File: config.mk
export PLATFORM = sky130hd
export DESIGN_NAME = uart_tx_serializer
export DESIGN_NICKNAME = d
export VERILOG_FILES = /design/src/rtl/uart_pkg.sv /design/src/rtl/uart_baud_tick.sv /design/src/rtl/uart_tx_serializer.sv
export SDC_FILE = /design/constraint.sdc
export NUM_CORES = 1
export LEC_CHECK = 0
export BUFFER_PORTS_ARGS = -buffer_cell sky130_fd_sc_hd__clkbuf_2
export CAP_MARGIN = 0
export CORE_UTILIZATION = 39
export CTS_BUF_LIST = sky130_fd_sc_hd__clkbuf_4 sky130_fd_sc_hd__clkbuf_8
export DETAILED_ROUTE_END_ITERATION = 10
export PLACE_DENSITY = 0.58
export SLEW_MARGIN = 10
export SYNTH_ARGS = -nofsm -noshare
export SYNTH_HDL_FRONTEND = slang
export SYNTH_SLANG_ARGS = --single-unit
File: constraint.sdc
create_clock -name clk -period 4.1 [get_ports clk]
set_clock_uncertainty 0.1 [all_clocks]
set_input_delay 0.205 -clock clk [delete_from_list [all_inputs] [get_ports clk]]
set_output_delay 0.205 -clock clk [all_outputs]
set_load 0.02 [all_outputs]
File: src/rtl/uart_pkg.sv
// Shared UART definitions: FSM state encoding, bit-period math and line levels.
// Used by both the transmit serializer and the receive path.
package uart_pkg;

    typedef enum logic [2:0] {
        ST_IDLE   = 3'd0,
        ST_START  = 3'd1,
        ST_DATA   = 3'd2,
        ST_PARITY = 3'd3,
        ST_STOP   = 3'd4
    } uart_state_e;

    localparam int   BIT_IDX_W   = 3;
    localparam logic IDLE_LEVEL  = 1'b1;
    localparam logic START_LEVEL = 1'b0;

    function automatic int calc_div(input int clk_freq, input int baud);
        return clk_freq / baud;
    endfunction

    // Width of a counter that must hold 0..div-1.
    function automatic int cnt_width(input int div);
        return (div <= 2) ? 1 : $clog2(div);
    endfunction

endpackage

File: src/rtl/uart_baud_tick.sv
// Bit-period counter: o_tick marks the last clock of every DIV-clock period.
// restart holds the count at zero so the next period starts phase-aligned.
module uart_baud_tick
    import uart_pkg::*;
#(
    parameter int DIV = 16
) (
    input  logic clk,
    input  logic rst_n,
    input  logic restart,
    output logic o_tick
);

    localparam int            CNT_W = cnt_width(DIV);
    localparam logic [CNT_W-1:0] LAST = CNT_W'(DIV - 1);

    logic [CNT_W-1:0] cnt;

    always_ff @(posedge clk or negedge rst_n) begin
        if (!rst_n) begin
            cnt <= '0;
        end else if (restart || o_tick) begin
            cnt <= '0;
        end else begin
            cnt <= cnt + 1'b1;
        end
    end

    assign o_tick = !restart && (cnt == LAST);

endmodule

File: src/rtl/uart_tx_serializer.sv
// Byte-to-serial UART transmitter with a one-entry holding register, 8 data bits LSB first.
// Define UART_TX_PARITY_EN to insert a parity bit (sense chosen by PARITY_ODD).
module uart_tx_serializer
    import uart_pkg::*;
#(
    parameter int CLK_FREQ   = 10000000,
    parameter int BAUD       = 9600,
    parameter int STOP_BITS  = 1,
    parameter int PARITY_ODD = 0
) (
    input  logic        clk,
    input  logic        rst_n,
    input  logic [7:0]  i_data,
    input  logic        i_valid,
    output logic        o_ready,
    output logic        o_tx,
    output logic        o_busy,
    output logic        o_done,
    output uart_state_e dbg_state
);

    // Handshake: a byte is taken on any rising edge where i_valid && o_ready;
    // o_ready is simply "holding register empty" and never looks at i_valid.

    localparam int   DIV       = calc_div(CLK_FREQ, BAUD);
    localparam logic LAST_STOP = (STOP_BITS == 2) ? 1'b1 : 1'b0;

    uart_state_e          state, next_state;
    logic [7:0]           hold_data, data_q;
    logic                 hold_full;
    logic [BIT_IDX_W-1:0] bit_idx, next_bit_idx;
    logic                 stop_idx;
    logic                 tx_q, tx_d;
    logic                 tick, load, baud_restart, last_stop;

    assign baud_restart = (state == ST_IDLE);
    assign last_stop    = (stop_idx == LAST_STOP);

    uart_baud_tick #(.DIV(DIV)) u_baud_tick (
        .clk     (clk),
        .rst_n   (rst_n),
        .restart (baud_restart),
        .o_tick  (tick)
    );

    always_ff @(posedge clk or negedge rst_n) begin
        if (!rst_n) begin
            state <= ST_IDLE;
        end else begin
            state <= next_state;
        end
    end

    always_comb begin
        next_state = state;
        load       = 1'b0;
        case (state)
            ST_IDLE: begin
                if (hold_full) begin
                    next_state = ST_START;
                    load       = 1'b1;
                end
            end
            ST_START: if (tick) next_state = ST_DATA;
            ST_DATA: begin
                if (tick && bit_idx == BIT_IDX_W'(7)) begin
`ifdef UART_TX_PARITY_EN
                    next_state = ST_PARITY;
`else
                    next_state = ST_STOP;
`endif
                end
            end
`ifdef UART_TX_PARITY_EN
            ST_PARITY: if (tick) next_state = ST_STOP;
`endif
            ST_STOP: begin
                // A queued byte starts its frame on the very next edge: no idle gap.
                if (tick && last_stop) begin
                    if (hold_full) begin
                        next_state = ST_START;
                        load       = 1'b1;
                    end else begin
                        next_state = ST_IDLE;
                    end
                end
            end
            default: next_state = ST_IDLE;
        endcase
    end

    // Line level is computed for the state being entered so o_tx is a clean flop.
    always_comb begin
        next_bit_idx = (state == ST_DATA && tick) ? bit_idx + 1'b1 : bit_idx;
        tx_d         = IDLE_LEVEL;
        case (next_state)
            ST_START:  tx_d = START_LEVEL;
            ST_DATA:   tx_d = data_q[next_bit_idx];
`ifdef UART_TX_PARITY_EN
            ST_PARITY: tx_d = (^data_q) ^ (PARITY_ODD != 0);
`endif
            default:   tx_d = IDLE_LEVEL;
        endcase
        o_busy = (state != ST_IDLE);
        o_done = (state == ST_STOP) && tick && last_stop;
    end

    always_ff @(posedge clk or negedge rst_n) begin
        if (!rst_n) begin
            hold_data <= '0;
            hold_full <= 1'b0;
            data_q    <= '0;
            bit_idx   <= '0;
            stop_idx  <= 1'b0;
            tx_q      <= IDLE_LEVEL;
        end else begin
            // Load is evaluated before the write so a same-edge refill keeps hold_full set.
            if (load) begin
                data_q    <= hold_data;
                hold_full <= 1'b0;
                bit_idx   <= '0;
            end else begin
                bit_idx   <= next_bit_idx;
            end
            if (i_valid && o_ready) begin
                hold_data <= i_data;
                hold_full <= 1'b1;
            end
            if (state == ST_STOP && tick) begin
                stop_idx <= last_stop ? 1'b0 : 1'b1;
            end
            tx_q <= tx_d;
        end
    end

    assign o_ready   = !hold_full;
    assign o_tx      = tx_q;
    assign dbg_state = state;

endmodule

Word level (Yosys, flattened, before mapping)

Cells that the tools add are included.

RAM bits: 0
Register bits: 36
Bits in latches: 0
Memories kept: 0
ROM bits: 0
Output and inout bits: 7

Divide/modulo/power cells: 0
Shifts and indexed selects: 0
$lt $le $gt $ge: 1
Muxes and demuxes: 18
$add $sub $neg: 2
Multiply operators: 0
Bitwise gates (word level): 1
Reduce and logical (&&, ||, !) cells: 13
Equality and inequality tests: 7

Operators by type and width:

| operator                                            | number |
|---|---|
| two-way mux 3 bit                                   | 6 |
| case mux 3 bit (4 select lines)                     | 1 |
| adder 11 x 1 -> 11 bit (second input constant)      | 1 |
| == test 11 bit (second input constant)              | 1 |
| two-way mux 11 bit                                  | 1 |
| logical AND 1 bit                                   | 7 |
| two-way mux 1 bit                                   | 7 |
| == test 3 x 1 -> 1 bit (second input constant)      | 2 |
| == test 3 x 2 -> 1 bit (second input constant)      | 2 |
| == test 3 bit (second input constant)               | 2 |
| < comparator 3 x 4 -> 1 bit (second input constant) | 1 |
| case mux 1 bit (2 select lines)                     | 2 |
| adder 3 x 1 -> 3 bit (second input constant)        | 1 |
| binary-select mux 1 bit (select 3 bit)              | 1 |
| zero test 3 bit                                     | 1 |
| nonzero test 3 bit                                  | 1 |
| zero test 1 bit                                     | 2 |
| nonzero test 2 bit                                  | 1 |
| logical OR 1 bit                                    | 1 |
| NOT 1 bit                                           | 1 |

Longest topological paths before layout

Depth after elaboration: 8
Mapped depth: 8
Gate-level depth less buffers: 7

Modules after synthesis

Synthesis repeated with hierarchy kept, for this count alone.

Cell total of the unflattened synthesis: 178
Area total of the unflattened synthesis: 1779.2 um^2

Modules (own cells, without submodules):

| module             | cells an instance | area each (um^2) | instances | sequential area each (um^2) |
|---|---|---|---|---|
| uart_tx_serializer | 120               | 1213.7           | 1         | 601.8 |
| uart_baud_tick     | 58                | 565.5            | 1         | 275.3 |

Least setup slack after synthesis

Ideal clock, no wire load.

Path type: register to register
Start point: reg u_baud_tick.cnt[0]
End point: reg data_q[2]
Path slack: 2.120 ns
Stages on the path, launching flop included: 9
Required time: 3.875 ns
Library setup time: 0.125 ns
Arrival: 1.755 ns
Clock period less this slack: 1.980 ns
Buffers on the path: 1
Path through: dfrtp_1 -> inv_1 -> ha_1 -> nor4b_4 -> nand3_2 -> nand2_1 -> and3_4 -> buf_8 -> mux2_4

Cells in the longest elaborated chain, start to end: 5

RTL lines:

| element                         | line                      | source |
|---|---|---|
| from (decl)                     | uart_baud_tick.sv:17      | `logic [CNT_W-1:0] cnt;` |
| from (signal assigned)          | uart_baud_tick.sv:25      | `cnt <= cnt + 1'b1;` |
| == test 11 bit                  | uart_baud_tick.sv:29      | `assign o_tick = !restart && (cnt == LAST);` |
| logical AND 1 bit               | uart_baud_tick.sv:29      |  |
| logical AND 1 bit               | uart_tx_serializer.sv:79  | `if (tick && last_stop) begin` |
| two-way mux 1 bit               | uart_tx_serializer.sv:79  |  |
| case mux 1 bit (2 select lines) | uart_tx_serializer.sv:57  | `case (state)` |
| to (signal assigned)            | uart_tx_serializer.sv:119 | `data_q <= hold_data;` |
| to (decl)                       | uart_tx_serializer.sv:29  | `logic [7:0] hold_data, data_q;` |

Every way passes these cells.
A chain may end at the register's enable or synchronous reset.

Worst setup path in the final report

Start point: reg u_baud_tick.cnt[0]
End point: out o_done

Cells in the longest elaborated chain, start to end: 4

RTL lines:

| element                         | line                      | source |
|---|---|---|
| == test 11 bit                  | uart_baud_tick.sv:29      |  |
| logical AND 1 bit               | uart_baud_tick.sv:29      |  |
| logical AND 1 bit (2 in series) | uart_tx_serializer.sv:105 | `o_done = (state == ST_STOP) && tick && last_stop;` |
| to (decl)                       | uart_tx_serializer.sv:18  | `output logic o_done,` |

Every way passes these cells.

==> results.md <==
- Final net count: 180
- RR Endpoint: data_q[0]$_DFFE_PN0N_
- DR vias: about 1100
- VDD IR max: 0.1655 mV
- WS Path Type: reg -> out
- Most common cell on crit path: and3_1
- Synth Net Count: around 160
- Later-pin clock latency in the skew report: 0.28 ns
- CP max stage delay: 0.42 ns
- Placer congestion estimate: just under 0.8
- Flop2flop setup slack: 1.97 ns
- CP cell instances: inv_1 > ha_1 > nor4b_4 > and3_1 > and3_1 > clkbuf_2
- RSZ-0062 raised after global routing: no
- Critical Path Start: u_baud_tick.cnt[0]$_DFF_PN0_
- CP endpoint kind: primary output
- Hold Crit Depth: 2
- DR WL/cell: between 10 and 15 µm
- Filler cells: 412
- Leakage: a little under 1 nW
- Max_cap viols: 0
- Antenna violations before repair: 0
- Fin util: 46.32%
- CP required: 3.80 ns
- Setup violators final: 0
- Worst Hold End: hold_data[7]$_DFFE_PN0P_
- Vias in the first global route: 1100
- Total wire length: 2.899 mm
- Syn Inst Count: ~140
- Horiz. Die Dim: 69.21 µm
- Fmax achieved: about 460 MHz
- Count of input and output buffers: 17
- Reg2reg start: u_baud_tick.cnt[0]$_DFF_PN0_
- Max Slew Vio Count: 0
- Initial Util: 40.46%
- Die height: 69.21 µm
- # rows: 24
- Slew @ Worst Pin: 0.8470 ns
- Number of synthesized flops with an enable pin: 0
- CTS clock-pin slew for the worst setup and hold paths: about 0.070 ns
- Post-synth cell types: 35
- Total Neg Setup Slack: 0 ns
- CTS root buf: clkbuf_8
- Gr usage total: 13.54%
- Global-route wire length before repair: slightly above 5 mm
- Startpoint types: flip-flop
- Fraction of layout cells with a size suffix above 1: between 30% and 40%
- Post-synthesis area per instance: about 12 µm²
- Synth Flop Type: dfrtp_1
- Core Region: 4354 µm²
- FF-to-FF path depth: 7
- CTS tree: done
- Max-Slew Margin vs Limit: 43.53%
- Area grow syn2layout: 14.49%
- Die area: 4790 µm²
- Inserted Clock Buffers: 5
- Cell Area, Synth: about 1800 µm²
- Worst min path class: in -> reg
- Pwr dens: 378.7 nW/µm²
- HPWL Detailed: 2.106 mm
- #FFs+latches synth: 35
- Ports: 18
- Clock buffer depth: 2
- Largest net degree at the start of global routing: 36
- Run status: finished clean
- Hold path start: i_data[7]
- Drt drc: 0
- Post-layout min period: 2.168 ns
- Post-synth ARST share: 100.0%
- Sequential element share of the synthesized area: 49.79%
- Crit-path max FO: 5
- Final hold vios: 0
- Drt pass-1 iters: 4
- Synth warn: 0
- DRT iter0 DRCs: 24
- Crit path DAT: 1.86 ns
- Clk sinks: 35
- Routed Antenna Nets: 0
- Crit-path slowest cell: dfrtp_1
- # H-tree levels: 2
- Post-DR vias/cell: 5.124
- Gr ovfl total: 0
- ANT cells: 0
- Fin crit share: 52.87%
==> routing by layer <==
layer  global-route usage (%)  vias up  wire length [µm]
met4                    5.669        0                57
met5                        0        -                 0
met1                    16.67      549              1344
li1                         -      540                 -
met3                    3.924        9                92
met2                    22.22       19              1405
==> flip-flops by register name, summed over array words and instances (netlist names) <==
register	count
u_baud_tick.cnt	11
data_q	8
hold_data	8
bit_idx	3
dbg_state	3
hold_full	1
o_tx	1
==> worst max-delay path by stage <==
stage                                  to  cells past startpoint  slack (ns)
detailed placement  data_q[0]$_DFFE_PN0N_                      7        1.94
floorplan           data_q[2]$_DFFE_PN0N_                      8        2.12
finish                             o_done                      6        1.93
CTS                                o_done                      6        1.91
global placement    data_q[0]$_DFFE_PN0N_                      7        2.03
global route                       o_done                      6        1.82
==> synthesized netlist by cell type (2+ instances only) <==
cell type / instances / area share [%]
dfrtp_1: 34 / 48
nor2_1: 22 / 4.7
mux2_2: 8 / 5.1
and3_1: 7 / 2.5
nand2_1: 7 / 1.5
nand3_1: 7 / 2.0
mux2_4: 6 / 5.1
mux2i_1: 6 / 3.4
xnor2_1: 5 / 2.5
xor2_1: 5 / 2.5
ha_1: 4 / 2.8
inv_1: 4 / 0.85
mux2_1: 2 / 1.3
mux4_2: 2 / 2.6
nor2b_1: 2 / 0.71
nor4b_4: 2 / 2.7
==> area by class of cell <==
| class | count | area [µm²] | share of cell area, % |
|---|---|---|---|
| Clock inverter | 1 | 30.03 | 1.489 |
| Inverter | 4 | 15.01 | 0.7444 |
| Sequential cell | 35 | 877.1 | 43.49 |
| Multi-Input combinational cell | 101 | 850.8 | 42.18 |
| Tap cell | 52 | 65.06 | 3.226 |
| Clock buffer | 7 | 83.83 | 4.156 |
| Timing Repair Buffer | 18 | 95.09 | 4.715 |
==> layout by cell type (no fill, tap or decap), types with 2 or more instances in the layout <==
cell type   n
mux4_2      2
and3_1      7
mux2_2      8
mux2_1      2
clkbuf_8    5
nor2b_1     2
mux2i_1     6
nand2_1     7
inv_1       4
clkbuf_2   17
xnor2_1     5
clkbuf_4    2
mux2_4      6
xor2_1      5
ha_1        4
nand3_1     7
nor2_1     22
nor4b_4     2
dfrtp_1    34
==> timing repair <==
item / in CTS / in global routing
resized for setup: 0 / 0
hold endpoints to repair: 34 / 0
buffers inserted: 0 / 0
hold buffers: 1 / 0
==> through the flow <==
stage | total power [mW] | hold WS, ns | setup slack, ns | cell area, µm² | instances
2_1_floorplan | 0.4411 | -0.1906 | 2.120 | 1762 | 142
3_3_place_gp | 0.4594 | 0.2552 | 2.029 | 1893 | 209
3_5_place_dp | 0.4632 | 0.2670 | 1.941 | 1893 | 209
4_1_cts | 0.7740 | 0.04241 | 1.915 | 2017 | 218
5_1_grt | 0.8004 | 0.04309 | 1.816 | 2017 | 218
6_report | 0.7639 | 0.04917 | 1.932 | 2017 | 218
==> power by group <==
| part | internal (mW) | switching, mW | total (mW) |
|---|---|---|---|
| Clock | 0.195 | 0.114 | 0.309 |
| Combinational | 0.0357 | 0.0198 | 0.0555 |
| Sequential | 0.381 | 0.0185 | 0.399 |
==> critical path, delay by kind of cell (launching register included) <==
family,cells,cell delay [ns]
fa+ha+maj,1,0.14
buf+inv,2,0.23
simple gates,3,0.79
flops,1,0.42
==> cell families after synthesis <==
family,synth area share [%]
xor+xnor,4.971
buf+inv,1.917
simple gates,18.25
flops,49.79
compound gates,4.759
fa+ha+maj,2.841
mux,17.47
No activity file was read; power rests on OpenSTA's default activity.
